===== config.mk =====
export PLATFORM = sky130hd
export DESIGN_NAME = adder_arbiter
export DESIGN_NICKNAME = d
export VERILOG_FILES = /design/src/rtl/adder_arbiter.sv
export SDC_FILE = /design/constraint.sdc
export NUM_CORES = 1
export LEC_CHECK = 0
export CAP_MARGIN = 5
export CELL_PAD_IN_SITES_DETAIL_PLACEMENT = 0
export CELL_PAD_IN_SITES_GLOBAL_PLACEMENT = 1
export CORE_AREA = 10 10 134 136
export CTS_CLUSTER_DIAMETER = 50
export DETAILED_ROUTE_END_ITERATION = 7
export DIE_AREA = 0 0 144 146
export DONT_BUFFER_PORTS = 1
export PLACE_DENSITY_LB_ADDON = 0.08
export RECOVER_POWER = 25
export SETUP_SLACK_MARGIN = 0.5
export SLEW_MARGIN = 20
export SYNTH_ARGS = -nofsm -noshare
export SYNTH_HDL_FRONTEND = slang
export SYNTH_SLANG_ARGS = --single-unit

===== constraint.sdc =====
create_clock -name clock -period 4.5 [get_ports clock]
set_input_delay 0.9 -clock clock [delete_from_list [all_inputs] [get_ports clock]]
set_output_delay 0.9 -clock clock [all_outputs]
set_load 0.01 [all_outputs]

===== src/rtl/adder_arbiter.sv =====
// Shared adder with round-robin arbitration among NUM_REQ requesters.
// Each accepted request runs IDLE -> EXEC -> DONE and returns one ack pulse.
module adder_arbiter #(
  parameter int WIDTH   = 32,
  parameter int NUM_REQ = 3
) (
  input  logic                       clock,
  input  logic                       reset_n,
  input  logic [NUM_REQ-1:0]         req,
  input  logic [NUM_REQ*WIDTH-1:0]   op_a,
  input  logic [NUM_REQ*WIDTH-1:0]   op_b,
  output logic [NUM_REQ-1:0]         grant,
  output logic [NUM_REQ-1:0]         ack,
  output logic [WIDTH-1:0]           result,
  output logic                       carry,
  output logic                       busy
);

  localparam int IDXW = (NUM_REQ > 1) ? $clog2(NUM_REQ) : 1;
  localparam logic [IDXW:0]   NREQ_W = NUM_REQ[IDXW:0];
  localparam logic [IDXW-1:0] LAST   = IDXW'(NUM_REQ - 1);

  typedef enum logic [1:0] {IDLE, EXEC, DONE} state_t;

  state_t state, state_nx;

  logic [IDXW-1:0]      rr_ptr, winner, pick, pick_off, rr_next;
  logic [IDXW:0]        pick_sum;
  logic                 found;
  logic [2*NUM_REQ-1:0] req_dbl;
  logic [NUM_REQ-1:0]   req_rot;
  logic [WIDTH-1:0]     lat_a, lat_b, sel_a, sel_b;
  logic [WIDTH:0]       sum_full;
  logic                 load, compute, finish;

  // Rotate req so rr_ptr sits at bit 0; the lowest set bit is then the
  // round-robin winner, offset back by rr_ptr with wrap.
  always_comb begin
    req_dbl  = {req, req};
    req_rot  = NUM_REQ'(req_dbl >> rr_ptr);
    found    = 1'b0;
    pick_off = '0;
    for (int unsigned k = 0; k < NUM_REQ; k++) begin
      if (!found && req_rot[k]) begin
        found    = 1'b1;
        pick_off = IDXW'(k);
      end
    end
    pick_sum = {1'b0, rr_ptr} + {1'b0, pick_off};
    if (pick_sum >= NREQ_W)
      pick_sum = pick_sum - NREQ_W;
    pick = pick_sum[IDXW-1:0];
  end

  always_comb begin
    sel_a = '0;
    sel_b = '0;
    for (int unsigned i = 0; i < NUM_REQ; i++) begin
      if (pick == IDXW'(i)) begin
        sel_a = op_a[i*WIDTH +: WIDTH];
        sel_b = op_b[i*WIDTH +: WIDTH];
      end
    end
  end

  assign rr_next  = (winner == LAST) ? '0 : winner + 1'b1;
  assign sum_full = {1'b0, lat_a} + {1'b0, lat_b};
  assign busy     = (state != IDLE);

  always_ff @(posedge clock) begin
    if (!reset_n)
      state <= IDLE;
    else
      state <= state_nx;
  end

  always_comb begin
    state_nx = state;
    load     = 1'b0;
    compute  = 1'b0;
    finish   = 1'b0;
    case (state)
      IDLE: begin
        if (found) begin
          load     = 1'b1;
          state_nx = EXEC;
        end
      end
      EXEC: begin
        compute  = 1'b1;
        state_nx = DONE;
      end
      DONE: begin
        finish   = 1'b1;
        state_nx = IDLE;
      end
      default: state_nx = IDLE;
    endcase
  end

  // ack is registered on the EXEC->DONE edge so it is visible exactly during DONE.
  always_ff @(posedge clock) begin
    if (!reset_n) begin
      rr_ptr <= '0;
      winner <= '0;
      grant  <= '0;
      ack    <= '0;
      result <= '0;
      carry  <= 1'b0;
      lat_a  <= '0;
      lat_b  <= '0;
    end else begin
      ack <= '0;
      if (load) begin
        winner <= pick;
        grant  <= NUM_REQ'(1) << pick;
        lat_a  <= sel_a;
        lat_b  <= sel_b;
      end
      if (compute) begin
        {carry, result} <= sum_full;
        ack             <= grant;
      end
      if (finish) begin
        rr_ptr <= rr_next;
        grant  <= '0;
      end
    end
  end

endmodule


==> flow_metrics.env <==
export IMPL_rrSetupSlack_ns=0.66
export IMPL_numCtsBuffers=9
export IMPL_io_buffers=0
export IMPL_tns_ns=0
export IMPL_synth_ff_type="dfxtp_1"
export IMPL_layout_cells_most_common_list="160 x nor2_1, 109 x dfxtp_1, 73 x nor3_1, 71 x nand2_1, 65 x mux2i_1"
export IMPL_clock_skew_ns=0.01333
export IMPL_num_vias=6300
export IMPL_p_leak_nw=3.175
export IMPL_synth_top_area_frac=0.3181
export IMPL_nNetsFinal=1081
export IMPL_path_class="primary input to flop"
export IMPL_reg2reg_to="lat_a[31]"
export IMPL_viasPerCell=6.029
export IMPL_postSynth_asyncResetShare=0
export IMPL_fin_area_um2=7343
export IMPL_multi_input_area_um2=4422
export IMPL_die_h_um=146
export IMPL_critPathRequiredTime_ns=4.59
export IMPL_fillers=1550
export IMPL_cts_reportedPaths_clkPinSlew_ns=0.07
export IMPL_clkLatencyLatePin_ns=0.36
export IMPL_cp_end_kind="flop"
export IMPL_hold_buffers=0
export IMPL_antenna_found_initial=0
export IMPL_holdCritStartpoint="result[18]"
export IMPL_grtUsageTotal=0.2133
export IMPL_whs_path_depth=2
export IMPL_drc=0
export IMPL_ys_ff_latch=109
export IMPL_drv_cap=1
export IMPL_drtAntennaViolNets=0
export IMPL_r2r_cells=15
export IMPL_routedWlPerCell_um=22.32
export IMPL_fin_crit_sh=0.8622
export IMPL_ctsResizeCount=0
export IMPL_htree_levels=3
export IMPL_drtPass1Iterations=5
export IMPL_synthTopCellsByArea="dfxtp_1 32%, mux2i_1 9.5%, nor2_1 8.8%"
export IMPL_hold_path_class="flop to flop"
export IMPL_violations="max-capacitance violations, max-slew violations"
export IMPL_hold_violations=0
export IMPL_slew_violations=83
export IMPL_yosysSeqAreaShare=0.3181
export IMPL_peakVddDrop_mv=0.1915
export IMPL_synth_enable_flop_cells=0
export IMPL_startpoint="req[0]"
export IMPL_io_pins=237
export IMPL_grt_pass1_wl_um=35460
export IMPL_grt_overflow=0
export IMPL_outcome="finished with violations"
export IMPL_clockRootBuffer="clkbuf_16"
export IMPL_drive_above_1_share=0.05158
export IMPL_relSlewSlack=-1.469
export IMPL_syn_nets=1118
export IMPL_drt_iter0_drc=359
export IMPL_syn_to_final_growth_pct=7.040
export IMPL_cts_tree="built"
export IMPL_postRouteWirelength_um=23330
export IMPL_num_antenna_cells=0
export IMPL_rsz0062_at_grt="no"
export IMPL_cp_data_arrival_time_ns=3.97
export IMPL_synthCells=885
export IMPL_synth_area_um2=6860
export IMPL_ys_warnings_count=0
export IMPL_path_max_fanout=61
export IMPL_die_area_um2=21020
export IMPL_clk_path_buf_depth=2
export IMPL_post_cts_buffers=0
export IMPL_synth_cell_types=59
export IMPL_hold_path_end="result[18]"
export IMPL_dpl_hpwl_um=18300
export IMPL_grt_pass1_vias=6310
export IMPL_grt_start_max_net_pins=83
export IMPL_avgSynthCellArea_um2=7.752
export IMPL_period_minus_slack_ns=3.880
export IMPL_max_freq_mhz=257.7
export IMPL_fp_dieW_um=144
export IMPL_row_count=46
export IMPL_tightest_slew_ns=3.704
export IMPL_postPlaceCellArea_um2=6990
export IMPL_critPathLaunchType="primary input"
export IMPL_ff_latch_area_um2=2182
export IMPL_powerDensity_nw_per_um2=443.6
export IMPL_reg2reg_from="rr_ptr[0]"
export IMPL_setup_violations=0
export IMPL_final_common_cell="nor2_1"
export IMPL_gp_congestion=0.8859
export IMPL_yosys_area_top_type="dfxtp_1"
export IMPL_clock_sinks=109
export IMPL_initial_utilization=0.4431
export IMPL_core_area_um2=15480
==> synthesized netlist by cell type, drive strengths merged (6+ instances only) <==
cell type	n
mux2i	65
dfxtp	109
a21o	7
inv	19
nor2	161
nand4	7
o21a	9
nor3	73
and3	10
a211oi	67
xnor2	11
nand2	71
a21oi	52
ha	34
buf	17
o21ai	44
o211ai	7
clkbuf	40
a31oi	6
==> worst max-delay path: stages <==
cell      delay (ns)
inv_1           0.04
nor3_1          0.19
a31oi_1         0.07
o21ai_0         0.20
ha_1            0.17
inv_1           0.05
fa_1            0.52
inv_1           0.05
ha_1            0.19
nor2b_2         0.22
nor2b_1         0.26
o21ai_4         0.13
and2_2          0.28
buf_12          0.20
a211oi_1        0.37
nor3_1          0.07
==> how the worst max path moves through the flow <==
stage / to / cells after the start
final: lat_a[31] / 16
after global routing: lat_a[31] / 16
after CTS: lat_b[30] / 17
after detailed placement: lat_b[30] / 17
after global placement: lat_b[30] / 17
after floorplan: lat_b[20] / 18
==> layer usage <==
| metal | wire [um] | GRT usage | up-vias | part of all wire |
|---|---|---|---|---|
| met5 | 0 | 0 | - | 0 |
| met3 | 1780 | 0.06038 | 13 | 0.076 |
| met1 | 10870 | 0.2850 | 2928 | 0.47 |
| li1 | - | - | 3124 | - |
| met4 | 215 | 0.05209 | 0 | 0.0092 |
| met2 | 10460 | 0.3290 | 235 | 0.45 |
==> flip-flops by register name, summed over array words and instances, names as in the netlist <==
name and cells:
carry 1, lat_a 32, ack 3, rr_ptr 2
winner 2, lat_b 32, result 32, state 2
grant 3
==> cell families (layout without fill, tap and decap cells) <==
logic type      after synthesis  count (layout)  share of synthesized area
compound gates              228             228                     0.2267
xor+xnor                     16              16                    0.02043
simple gates                355             355                     0.2269
fa+ha+maj                    36              36                    0.06785
mux                          65              65                    0.09484
buf+inv                      76              44                    0.04523
flops                       109             109                     0.3181
==> layout make-up <==
cell class / instances / share of cell area
Multi-Input combinational cell: 700 / 0.6021
Inverter: 19 / 0.009712
Sequential cell: 109 / 0.2972
Tap cell: 192 / 0.03271
Clock buffer: 9 / 0.03067
Clock inverter: 7 / 0.01261
Timing Repair Buffer: 9 / 0.01499
==> power by group <==
| group | total, mW | leakage, nW | switching [mW] | internal, mW |
|---|---|---|---|---|
| registers | 1.23 | 0.899 | 0.124 | 1.10 |
| clock network | 0.842 | 0.155 | 0.395 | 0.447 |
| logic | 1.19 | 2.12 | 0.743 | 0.446 |
| total | 3.26 | 3.17 | 1.26 | 2.00 |
==> stage by stage <==
| stage | std cells | util | total power [mW] | hold WS [ns] | setup WS, ns |
|---|---|---|---|---|---|
| after floorplan | 885 | - | 2.092 | 0.4697 | 0.7994 |
| after global placement | 1028 | 0.4515 | 2.398 | 0.4902 | 0.3986 |
| after detailed placement | 1028 | 0.4515 | 2.416 | 0.4922 | 0.1933 |
| after CTS | 1044 | 0.4720 | 3.256 | 0.5052 | 0.5635 |
| after global routing | 1045 | 0.4743 | 3.477 | 0.5193 | 0.3567 |
| final | 1045 | 0.4743 | 3.257 | 0.5001 | 0.6199 |
Note: power is estimated with default switching activity, not from simulation.
